===== config.mk =====
export PLATFORM = sky130hd
export DESIGN_NAME = pkt_capture_ctrl_flat
export DESIGN_NICKNAME = d
export VERILOG_FILES = /design/src/rtl/pkt_capture_ctrl_pkg.sv /design/src/rtl/pkt_capture_ctrl_if.sv /design/src/rtl/pkt_capture_ctrl.sv /design/src/flat_wrapper.sv
export SDC_FILE = /design/constraint.sdc
export NUM_CORES = 1
export LEC_CHECK = 0
export CORE_ASPECT_RATIO = 0.75
export CORE_MARGIN = 1
export CORE_UTILIZATION = 38
export CTS_CLUSTER_DIAMETER = 40
export DETAILED_ROUTE_END_ITERATION = 12
export GPL_ROUTABILITY_DRIVEN = 0
export PLACE_DENSITY = 0.83
export SLEW_MARGIN = 20
export SYNTH_ARGS = -nofsm -noshare
export SYNTH_HDL_FRONTEND = slang
export SYNTH_SLANG_ARGS = --single-unit

===== constraint.sdc =====
create_clock -name CLK -period 5.4 [get_ports CLK]
set_clock_uncertainty 0.15 [all_clocks]
set_input_delay 1.08 -clock CLK [delete_from_list [all_inputs] [get_ports CLK]]
set_output_delay 1.08 -clock CLK [all_outputs]
set_load 0.01 [all_outputs]

===== src/rtl/pkt_capture_ctrl_pkg.sv =====
// Shared types and defaults for the packet capture controller.
package pktctrl_pkg;

  localparam int ADDR_WIDTH_DEF = 15;
  localparam int DATA_WIDTH_DEF = 36;
  localparam int DROP_CNT_WIDTH = 16;

  // Capture controller states.
  typedef enum logic [1:0] {
    IDLE  = 2'd0,
    ARMED = 2'd1,
    POST  = 2'd2,
    DONE  = 2'd3
  } state_e;

endpackage


===== src/rtl/pkt_capture_ctrl_if.sv =====
// Bundle of the capture controller's sample, readback, config/status and SRAM signals.
// Handshakes: a transfer happens in a cycle where valid (in_valid / rd_req) and
// ready (in_ready / rd_ready) are both high; ready never depends on valid and an
// in_valid seen while in_ready is low is a dropped sample, not a stall.
interface pkt_capture_ctrl_if
  import pktctrl_pkg::*;
#(
  parameter int ADDR_WIDTH = ADDR_WIDTH_DEF,
  parameter int DATA_WIDTH = DATA_WIDTH_DEF
) ();

  logic                      cfg_start;
  logic                      cfg_abort;
  logic [ADDR_WIDTH-1:0]     cfg_post_len;
  logic                      trig_in;
  logic                      in_valid;
  logic [DATA_WIDTH-1:0]     in_data;
  logic                      in_ready;
  logic                      rd_req;
  logic [ADDR_WIDTH-1:0]     rd_addr;
  logic                      rd_ready;
  logic                      rd_valid;
  logic [DATA_WIDTH-1:0]     rd_data;
  logic                      busy;
  logic                      done;
  logic                      wrapped;
  logic [ADDR_WIDTH-1:0]     trig_addr;
  logic [ADDR_WIDTH-1:0]     wr_ptr;
  logic [DROP_CNT_WIDTH-1:0] drop_cnt;
  logic                      mem_ceb;
  logic                      mem_web;
  logic [ADDR_WIDTH-1:0]     mem_a;
  logic [DATA_WIDTH-1:0]     mem_d;
  logic [DATA_WIDTH-1:0]     mem_q;
  state_e                    state_dbg;

  // Controller side.
  modport master (
    input  cfg_start, cfg_abort, cfg_post_len, trig_in, in_valid, in_data,
           rd_req, rd_addr, mem_q,
    output in_ready, rd_ready, rd_valid, rd_data, busy, done, wrapped,
           trig_addr, wr_ptr, drop_cnt, mem_ceb, mem_web, mem_a, mem_d, state_dbg
  );

  // Host / sample source / SRAM side.
  modport slave (
    output cfg_start, cfg_abort, cfg_post_len, trig_in, in_valid, in_data,
           rd_req, rd_addr, mem_q,
    input  in_ready, rd_ready, rd_valid, rd_data, busy, done, wrapped,
           trig_addr, wr_ptr, drop_cnt, mem_ceb, mem_web, mem_a, mem_d, state_dbg
  );

endinterface


===== src/rtl/pkt_capture_ctrl.sv =====
// Circular-buffer capture controller in front of a single-port capture SRAM.
// Optional saturating dropped-sample counter: define PKTCTRL_DROP_CNT_EN.
module pkt_capture_ctrl
  import pktctrl_pkg::*;
#(
  parameter int ADDR_WIDTH = ADDR_WIDTH_DEF,
  parameter int DATA_WIDTH = DATA_WIDTH_DEF
) (
  input  logic               CLK,
  input  logic               RSTN,
  pkt_capture_ctrl_if.master bus
);

  state_e                state_q, state_d;
  logic [ADDR_WIDTH-1:0] wr_ptr_q, wr_ptr_d;
  logic [ADDR_WIDTH-1:0] trig_addr_q, trig_addr_d;
  logic [ADDR_WIDTH-1:0] post_cnt_q, post_cnt_d;
  logic                  wrapped_q, wrapped_d;
  logic                  mem_ceb_q, mem_ceb_d;
  logic                  mem_web_q, mem_web_d;
  logic [ADDR_WIDTH-1:0] mem_a_q, mem_a_d;
  logic [DATA_WIDTH-1:0] mem_d_q, mem_d_d;
  logic                  rd_issue_q, rd_valid_q;
  logic                  in_ready, rd_ready, wr_acc, rd_acc;

  // Capture and readback own the port in disjoint states, so they never collide.
  assign in_ready = (state_q == ARMED) || (state_q == POST);
  assign rd_ready = (state_q == IDLE) || (state_q == DONE);
  assign wr_acc   = bus.in_valid & in_ready;
  assign rd_acc   = bus.rd_req & rd_ready;

  // State register and capture bookkeeping.
  always_ff @(posedge CLK or negedge RSTN) begin
    if (!RSTN) begin
      state_q     <= IDLE;
      wr_ptr_q    <= '0;
      trig_addr_q <= '0;
      post_cnt_q  <= '0;
      wrapped_q   <= 1'b0;
    end else begin
      state_q     <= state_d;
      wr_ptr_q    <= wr_ptr_d;
      trig_addr_q <= trig_addr_d;
      post_cnt_q  <= post_cnt_d;
      wrapped_q   <= wrapped_d;
    end
  end

  // Next-state logic; abort beats start, start beats per-state behaviour.
  always_comb begin
    state_d     = state_q;
    wr_ptr_d    = wr_ptr_q;
    trig_addr_d = trig_addr_q;
    post_cnt_d  = post_cnt_q;
    wrapped_d   = wrapped_q;

    if (wr_acc) begin
      wr_ptr_d = wr_ptr_q + ADDR_WIDTH'(1);
      if (&wr_ptr_q) wrapped_d = 1'b1;
    end

    if (bus.cfg_abort) begin
      state_d    = IDLE;
      post_cnt_d = '0;
    end else if (bus.cfg_start) begin
      state_d   = ARMED;
      wr_ptr_d  = '0;
      wrapped_d = 1'b0;
    end else begin
      unique case (state_q)
        ARMED: begin
          if (bus.trig_in) begin
            // An accepted trigger-cycle sample lands at wr_ptr, so both cases agree.
            trig_addr_d = wr_ptr_q;
            post_cnt_d  = bus.cfg_post_len;
            if (!wr_acc && (bus.cfg_post_len == '0)) state_d = DONE;
            else                                     state_d = POST;
          end
        end
        POST: begin
          if (post_cnt_q == '0) begin
            state_d = DONE;
          end else if (wr_acc) begin
            post_cnt_d = post_cnt_q - ADDR_WIDTH'(1);
            if (post_cnt_q == ADDR_WIDTH'(1)) state_d = DONE;
          end
        end
        default: ;
      endcase
    end
  end

  // SRAM command: one registered access per accepted sample or read.
  always_comb begin
    mem_ceb_d = 1'b1;
    mem_web_d = 1'b1;
    mem_a_d   = mem_a_q;
    mem_d_d   = mem_d_q;
    if (wr_acc) begin
      mem_ceb_d = 1'b0;
      mem_web_d = 1'b0;
      mem_a_d   = wr_ptr_q;
      mem_d_d   = bus.in_data;
    end else if (rd_acc) begin
      mem_ceb_d = 1'b0;
      mem_a_d   = bus.rd_addr;
    end
  end

  // SRAM command registers and the two-stage read-valid pipeline.
  always_ff @(posedge CLK or negedge RSTN) begin
    if (!RSTN) begin
      mem_ceb_q  <= 1'b1;
      mem_web_q  <= 1'b1;
      mem_a_q    <= '0;
      mem_d_q    <= '0;
      rd_issue_q <= 1'b0;
      rd_valid_q <= 1'b0;
    end else begin
      mem_ceb_q  <= mem_ceb_d;
      mem_web_q  <= mem_web_d;
      mem_a_q    <= mem_a_d;
      mem_d_q    <= mem_d_d;
      rd_issue_q <= rd_acc;
      rd_valid_q <= rd_issue_q;
    end
  end

`ifdef PKTCTRL_DROP_CNT_EN
  logic [DROP_CNT_WIDTH-1:0] drop_cnt_q, drop_cnt_d;

  // Saturating count of cycles where a sample arrived with nowhere to go.
  always_comb begin
    drop_cnt_d = drop_cnt_q;
    if (bus.cfg_start)
      drop_cnt_d = '0;
    else if (bus.in_valid && !in_ready && !(&drop_cnt_q))
      drop_cnt_d = drop_cnt_q + DROP_CNT_WIDTH'(1);
  end

  // Drop counter register.
  always_ff @(posedge CLK or negedge RSTN) begin
    if (!RSTN) drop_cnt_q <= '0;
    else       drop_cnt_q <= drop_cnt_d;
  end

  assign bus.drop_cnt = drop_cnt_q;
`else
  assign bus.drop_cnt = '0;
`endif

  assign bus.in_ready  = in_ready;
  assign bus.rd_ready  = rd_ready;
  assign bus.rd_valid  = rd_valid_q;
  assign bus.rd_data   = bus.mem_q;
  assign bus.busy      = in_ready;
  assign bus.done      = (state_q == DONE);
  assign bus.wrapped   = wrapped_q;
  assign bus.trig_addr = trig_addr_q;
  assign bus.wr_ptr    = wr_ptr_q;
  assign bus.mem_ceb   = mem_ceb_q;
  assign bus.mem_web   = mem_web_q;
  assign bus.mem_a     = mem_a_q;
  assign bus.mem_d     = mem_d_q;
  assign bus.state_dbg = state_q;

endmodule


===== src/flat_wrapper.sv =====
// flat-port wrapper written by rule: the top's interface ports become plain ports
module pkt_capture_ctrl_flat import pktctrl_pkg::*;
#(
  parameter int ADDR_WIDTH = ADDR_WIDTH_DEF,
  parameter int DATA_WIDTH = DATA_WIDTH_DEF
)
  (CLK, RSTN, bus_cfg_start, bus_cfg_abort, bus_cfg_post_len, bus_trig_in, bus_in_valid, bus_in_data, bus_rd_req, bus_rd_addr, bus_mem_q, bus_in_ready, bus_rd_ready, bus_rd_valid, bus_rd_data, bus_busy, bus_done, bus_wrapped, bus_trig_addr, bus_wr_ptr, bus_drop_cnt, bus_mem_ceb, bus_mem_web, bus_mem_a, bus_mem_d, bus_state_dbg);
  pkt_capture_ctrl_if #(.ADDR_WIDTH(ADDR_WIDTH), .DATA_WIDTH(DATA_WIDTH)) bus_i ();
  input  logic CLK;
  input  logic RSTN;
  input wire logic [$bits(bus_i.cfg_start)-1:0] bus_cfg_start;
  input wire logic [$bits(bus_i.cfg_abort)-1:0] bus_cfg_abort;
  input wire logic [$bits(bus_i.cfg_post_len)-1:0] bus_cfg_post_len;
  input wire logic [$bits(bus_i.trig_in)-1:0] bus_trig_in;
  input wire logic [$bits(bus_i.in_valid)-1:0] bus_in_valid;
  input wire logic [$bits(bus_i.in_data)-1:0] bus_in_data;
  input wire logic [$bits(bus_i.rd_req)-1:0] bus_rd_req;
  input wire logic [$bits(bus_i.rd_addr)-1:0] bus_rd_addr;
  input wire logic [$bits(bus_i.mem_q)-1:0] bus_mem_q;
  output wire logic [$bits(bus_i.in_ready)-1:0] bus_in_ready;
  output wire logic [$bits(bus_i.rd_ready)-1:0] bus_rd_ready;
  output wire logic [$bits(bus_i.rd_valid)-1:0] bus_rd_valid;
  output wire logic [$bits(bus_i.rd_data)-1:0] bus_rd_data;
  output wire logic [$bits(bus_i.busy)-1:0] bus_busy;
  output wire logic [$bits(bus_i.done)-1:0] bus_done;
  output wire logic [$bits(bus_i.wrapped)-1:0] bus_wrapped;
  output wire logic [$bits(bus_i.trig_addr)-1:0] bus_trig_addr;
  output wire logic [$bits(bus_i.wr_ptr)-1:0] bus_wr_ptr;
  output wire logic [$bits(bus_i.drop_cnt)-1:0] bus_drop_cnt;
  output wire logic [$bits(bus_i.mem_ceb)-1:0] bus_mem_ceb;
  output wire logic [$bits(bus_i.mem_web)-1:0] bus_mem_web;
  output wire logic [$bits(bus_i.mem_a)-1:0] bus_mem_a;
  output wire logic [$bits(bus_i.mem_d)-1:0] bus_mem_d;
  output wire logic [$bits(bus_i.state_dbg)-1:0] bus_state_dbg;
  assign bus_i.cfg_start = bus_cfg_start;
  assign bus_i.cfg_abort = bus_cfg_abort;
  assign bus_i.cfg_post_len = bus_cfg_post_len;
  assign bus_i.trig_in = bus_trig_in;
  assign bus_i.in_valid = bus_in_valid;
  assign bus_i.in_data = bus_in_data;
  assign bus_i.rd_req = bus_rd_req;
  assign bus_i.rd_addr = bus_rd_addr;
  assign bus_i.mem_q = bus_mem_q;
  assign bus_in_ready = bus_i.in_ready;
  assign bus_rd_ready = bus_i.rd_ready;
  assign bus_rd_valid = bus_i.rd_valid;
  assign bus_rd_data = bus_i.rd_data;
  assign bus_busy = bus_i.busy;
  assign bus_done = bus_i.done;
  assign bus_wrapped = bus_i.wrapped;
  assign bus_trig_addr = bus_i.trig_addr;
  assign bus_wr_ptr = bus_i.wr_ptr;
  assign bus_drop_cnt = bus_i.drop_cnt;
  assign bus_mem_ceb = bus_i.mem_ceb;
  assign bus_mem_web = bus_i.mem_web;
  assign bus_mem_a = bus_i.mem_a;
  assign bus_mem_d = bus_i.mem_d;
  assign bus_state_dbg = bus_i.state_dbg;
  pkt_capture_ctrl #(.ADDR_WIDTH(ADDR_WIDTH), .DATA_WIDTH(DATA_WIDTH)) u_core (.CLK(CLK), .RSTN(RSTN), .bus(bus_i));
endmodule

==> reports/results.tsv, run 1 <==
stage	metric	value	unit
run_status	status	finished clean	
synth	Distinct cells, synth	47	
floorplanning	DIE AREA	13700	um^2
synth	Avg Cell Area, Syn	9.13	um^2
cells_and_area	fin nets	781	
route	DRT Pass-1 Iters	5	
timing	final setup fails	0	
synth	Synth Cell Area	5020	um^2
cells_and_area	Design Area, Final	6770	um^2
clock_tree	H-Tree Depth	3	
worst_setup_path	CP Cell Sequence	clkdlybuf4s50_1 -> nor2b_4 -> clkinv_2 -> o311a_1 -> a31o_2 -> or2_2 -> o21ai_0	
floorplanning	die width	135	um
synth	top post-synthesis cells by count	nand2_1 (155), dfrtp_1 (101), buf_4 (53)	
synth	top-count cell post-synth	nand2_1	
clock_tree	post_cts resized	0	
cells_and_area	n_diodes	0	
place	DP Worst Slack	1.48	ns
place	hpwl dp	9250	um
cells_and_area	Fill cells	1085	
pwr	Leak	3.05	nW
cells_and_area	area taken by multi-input logic gates	1980	um^2
worst_setup_path	Worst Setup End Kind	flip-flop	
clock_tree	root buffer cell	clkbuf_16	
worst_setup_path	critical path type	primary input to flip-flop	
clock_tree	Max Buffers Root-to-Sink	2	
flow_run	max-cap viol count	0	
min_path	HP Class	flip-flop to flip-flop	
timing	Final Critical Period	3.93	ns
timing	worst slew pin tran	0.863	ns
route	Post-DRT Antenna Nets	0	
place	port bufs	163	
cells_and_area	register area	2580	um^2
worst_setup_path	CP max-delay cell	clkinv_2	
worst_setup_path	CP arrival	4.04	ns
pwr	overall power	2.61	mW
timing	worst hold slack	0.207	ns
floorplanning	Core Rows	35	
timing	TNS Setup	0	ns
synth	Ys Warns	0	
clock_tree	Post-CTS Setup Bufs	0	
synth	Synth top area share	0.503	
synth	asr flop ratio synth	1.00	
cells_and_area	fin cells	837	
synth	sequential element share of the synthesized area	0.514	
floorplanning	initial core utilization	0.400	
worst_setup_path	CP Buf/Inv Count	2	
worst_setup_path	CP max stage delay	0.67	ns
route	Post-route DRC	0	
route	drt total wl	13000	um
worst_setup_path	Setup crit start kind	primary input	
synth	Mapped Cells	550	
clock_tree	clk_lat worst skew	0.34	ns
pwr	power density over cell area	386	nW/um^2
cells_and_area	share of cells above drive strength 1	0.0671	
worst_setup_path	Critical Path Fanout Max	63	
clock_tree	clk sinks	103	
pwr	maximum vdd drop	0.226	mV
timing	final period utilization	0.729	
synth	Synth area leaders	dfrtp_1 (50%), nand2_1 (12%), buf_4 (7.9%)	
timing	final max-slew violation count	0	
cells_and_area	Area growth, synth to finish	34.7	%
floorplanning	CORE AREA	12600	um^2
cells_and_area	final design utilization	0.538	
clock_tree	cts hold-fix bufs	0	
worst_setup_path	delay-heaviest family, CP	compound AO/OA/AOI/OAI gates	
floorplanning	I/O pin cnt	252	
global_routing	gr ovfl total	0	
route	routed via count	4319	
timing	fmax	0.254	GHz
synth	Post-synth EDFFs	0	
global_routing	first-pass GRT wire length	20800	um
synth	#FFs+latches synth	103	
place	Post-DP Area	6460	um^2
synth	top_reg_cell synth	dfrtp_1	
place	Post-Place Cells	821	
global_routing	Total GRT Usage	0.194	
global_routing	initial antenna violation count	0	
timing	Final WS setup	1.47	ns
clock_tree	clock slew at reported path FFs	0.07	ns
floorplanning	Die Ht	102	um
global_routing	largest net degree at the start of global routing	64	
route	Vias/cell	5.16	
timing	relative slew slack	0.424	
worst_setup_path	Critical Path RT	5.50	ns
worst_setup_path	Reg2Reg Setup Slack	1.78	ns
clock_tree	CTS tree	done	
synth	area leader, netlist	dfrtp_1	
route	Iter 0 DRT Violations	235	
clock_tree	cts bufs inserted	9	
route	routed len/inst	15.5	um
timing	RSZ-0062 raised after global routing	false	
global_routing	vias in the first global route	4137	
timing	Final Hold Fails	0	
-- report_power, final --
group	internal [mW]	switching [mW]
combinational	0.463	0.411
sequential	0.955	0.131
clock	0.374	0.278
-- sequential cells by signal, summed over array words and instances, names as in the netlist, 2 cells and up --
signal,count
u_core.bus.mem_d,36
u_core.bus.trig_addr,15
u_core.post_cnt_q,15
u_core.bus.wr_ptr,15
u_core.bus.state_dbg,2
u_core.bus.mem_a,15
-- metal layers --
layer  vias up  share of wire  GRT usage
met2       209           0.47      0.312
li1       2007              -          -
met5         -              0          0
met3        28          0.086     0.0641
met1      2075           0.43      0.248
met4         0          0.017     0.0614
-- path summary, 6_finish.rpt --
| check | start | endpoint | depth (start not counted) |
|---|---|---|---|
| max | bus_in_valid | u_core.post_cnt_q[7] | 7 |
| max in group asynchronous | RSTN | u_core.bus.trig_addr[3] | 2 |
| min | u_core.rd_issue_q | u_core.bus.rd_valid | 0 |
| min reg2reg | u_core.rd_issue_q | u_core.bus.rd_valid | 0 |
| min in group asynchronous | RSTN | u_core.bus.mem_a[14] | 1 |
| max reg2reg | u_core.bus.state_dbg[0] | u_core.post_cnt_q[7] | 8 |
-- placed cells by master, fill, tap and decap left out, types with 2 or more instances in the layout --
cell type	n
dfstp_2	2
a22oi_1	6
xnor2_1	6
a221o_1	2
nor2_1	42
inv_1	9
nand4_1	4
nand2_1	155
nor4_1	11
or3_1	2
nor3_1	13
a21oi_1	17
dfrtp_1	101
nand2b_1	2
or4_1	2
clkbuf_16	9
xor2_1	6
ha_1	6
or2_2	2
o21ai_0	21
and2_1	2
buf_4	4
clkinvlp_4	2
mux2_2	15
o21bai_1	2
clkbuf_1	2
clkinv_1	2
a31oi_1	11
conb_1	16
o31ai_1	2
nand3_1	6
clkdlybuf4s50_1	162
o311a_1	2
and4_1	2
nor4b_1	4
-- kinds of logic (layout without fill, tap and decap cells) --
family,after synthesis,after routing,share of synthesized area
buffers and inverters,88,194,0.106
adder cells (fa/ha/maj),6,6,0.0150
AND/OR/NAND/NOR,256,256,0.224
multiplexers,15,15,0.0336
other,1,16,0.000747
flip-flops,103,103,0.514
AO/OA/AOI/OAI,69,69,0.0862
XOR/XNOR,12,12,0.0209
-- area by class of cell --
cell class,instances,area share
Clock buffer,12,0.0364
Multi-Input combinational cell,374,0.293
Tap cell,166,0.0307
Clock inverter,4,0.00795
Inverter,12,0.00684
Timing Repair Buffer,166,0.244
Sequential cell,103,0.381
No activity file was read; power rests on OpenSTA's default activity.
==> run 2, diff against run 1 <==
==> constraint.sdc (replaced) <==
create_clock -name CLK -period 3.9 [get_ports CLK]
set_clock_uncertainty 0.15 [all_clocks]
set_input_delay 0.78 -clock CLK [delete_from_list [all_inputs] [get_ports CLK]]
set_output_delay 0.78 -clock CLK [all_outputs]
set_load 0.01 [all_outputs]
==> run 2 against run 1 <==
  * Die area unchanged
  * Power up 40%
  * Routed wire length up 3.5%
  * Sequential share of layout area down 0.13 points
  * Hold slack better by 0.0059 ns
  * Cell area up 0.33%
  * Via count down 0.86%
  * Critical endpoint is now bus_busy
  * Non-clock buffer count up 2
  * Worst setup slack worse by 0.46 ns
==> reports/results.tsv, run 2 (synthesis gave the netlist of run 1 again) <==
stage	metric	value	unit
timing	Final Critical Period	2.89	ns
clock_tree	clk_lat worst skew	0.34	ns
min_path	WHS Endpoint	u_core.bus.rd_valid	
worst_setup_path	CP max-delay cell	clkdlybuf4s50_1	
cells_and_area	fin nets	783	
cells_and_area	max reg flops	36	
clock_tree	Post-CTS Setup Bufs	0	
place	Post-DP Area	6480	um^2
global_routing	met1 usage	0.258	
global_routing	largest net degree at the start of global routing	90	
route	Vias/cell	5.10	
route	Iter 0 DRT Violations	321	
route	routed via count	4282	
worst_setup_path	FF-to-FF Start	u_core.bus.state_dbg[0]	
clock_tree	H-Tree Depth	3	
worst_setup_path	critical path type	flip-flop to primary output	
global_routing	initial antenna violation count	0	
timing	final max-slew violation count	0	
worst_setup_path	Critical Path RT	2.97	ns
run_status	status	finished clean	
place	DP Worst Slack	0.724	ns
timing	worst slew pin tran	0.808	ns
global_routing	first-pass GRT wire length	21300	um
cells_and_area	n_diodes	0	
floorplanning	Core Rows	35	
floorplanning	die width	135	um
pwr	Leak	3.06	nW
global_routing	grt met3 use	0.0706	
clock_tree	clk sinks	103	
global_routing	gr ovfl total	0	
worst_setup_path	Setup crit start kind	flip-flop	
place	hpwl dp	9540	um
timing	final setup fails	0	
floorplanning	DIE AREA	13700	um^2
global_routing	grt met2 use	0.318	
floorplanning	I/O pin cnt	252	
pwr	power density over cell area	538	nW/um^2
worst_setup_path	CP arrival	1.96	ns
clock_tree	cts bufs inserted	9	
pwr	maximum vdd drop	0.373	mV
worst_setup_path	Reg2Reg Depth	8	
route	drt total wl	13400	um
floorplanning	initial core utilization	0.400	
cells_and_area	Design Area, Final	6790	um^2
worst_setup_path	R2R Path End	u_core.bus.wr_ptr[14]	
timing	Final Hold Fails	0	
pwr	overall power	3.65	mW
cells_and_area	most frequent cells in the layout	clkdlybuf4s50_1 (162), nand2_1 (155), dfrtp_1 (101)	
route	DRT Pass-1 Iters	5	
place	port bufs	163	
timing	TNS Setup	0	ns
min_path	HP Class	flip-flop to flip-flop	
timing	relative slew slack	0.461	
clock_tree	clock slew at reported path FFs	0.07	ns
cells_and_area	commonest non-fill, non-tap cell in the layout	clkdlybuf4s50_1	
cells_and_area	Area growth, synth to finish	35.2	%
floorplanning	CORE AREA	12600	um^2
min_path	hold path start	u_core.rd_issue_q	
global_routing	GR peak layer	met2	
timing	RSZ-0062 raised after global routing	false	
cells_and_area	final design utilization	0.540	
clock_tree	root buffer cell	clkbuf_16	
clock_tree	Max Buffers Root-to-Sink	2	
worst_setup_path	most used cell, CP	inv_1	
global_routing	Total GRT Usage	0.202	
timing	fmax	0.346	GHz
route	Post-route DRC	0	
worst_setup_path	Reg2Reg Setup Slack	1.06	ns
clock_tree	cts hold-fix bufs	0	
worst_setup_path	CP Cell Sequence	inv_1 -> ha_1 -> inv_1 -> clkdlybuf4s50_1	
clock_tree	post_cts resized	0	
global_routing	vias in the first global route	4225	
cells_and_area	share of cells above drive strength 1	0.0698	
timing	final period utilization	0.741	
route	routed len/inst	16.0	um
clock_tree	CTS tree	done	
worst_setup_path	Critical Path Fanout Max	5	
worst_setup_path	Worst Setup End Kind	primary output	
flow_run	max-cap viol count	0	
timing	Final WS setup	1.01	ns
floorplanning	Die Ht	102	um
route	Post-DRT Antenna Nets	0	
min_path	WHS Path Cells	0	
worst_setup_path	CP max stage delay	0.53	ns
[run 2: worst max-delay path, delay by kind of cell, from the launching register on]
family | cells | cell delay, ns
buf+inv | 3 | 0.72
flops | 1 | 0.46
fa+ha+maj | 1 | 0.44
[run 2: final cells by class]
cell class / count / area (um^2)
clock inverter: 5 / 65.1
fill: 1093 / 5780
sequential: 103 / 2580
inverter: 12 / 45.0
multi-input combinational: 374 / 1980
clock buffer: 11 / 243
timing repair buffer: 168 / 1670
tap: 166 / 208
[run 2: where the power goes]
group	total, mW	leakage, nW	internal [mW]	switching (mW)
sequential	1.51	1.33	1.32	0.186
combinational	1.21	1.59	0.643	0.570
clock	0.930	0.144	0.523	0.407
[run 2: worst max-delay path by stage]
stage          slack (ns)                    end  cells after the start                    start
2_1_floorplan        1.31  u_core.post_cnt_q[13]                     10  u_core.bus.state_dbg[0]
3_5_place_dp         0.72  u_core.bus.wr_ptr[14]                      7             bus_in_valid
3_3_place_gp         0.80  u_core.bus.wr_ptr[14]                      7             bus_in_valid
4_1_cts              1.01               bus_busy                      4  u_core.bus.state_dbg[0]
6_report             1.01               bus_busy                      4  u_core.bus.state_dbg[0]
5_1_grt              0.81     u_core.bus.wrapped                      8  u_core.bus.state_dbg[0]
[run 2: through the flow]
stage / std cells / hold WS, ns
final: 839 / 0.213
after global routing: 839 / 0.226
after detailed placement: 823 / 0.205
after global placement: 823 / 0.183
after floorplan: 565 / 0.181
after CTS: 839 / 0.222
[run 2: layer usage]
metal | routed length (um) | share of wire
met1 | 5690 | 0.42
met4 | 280 | 0.021
met3 | 1240 | 0.093
met5 | 0 | 0
met2 | 6200 | 0.46
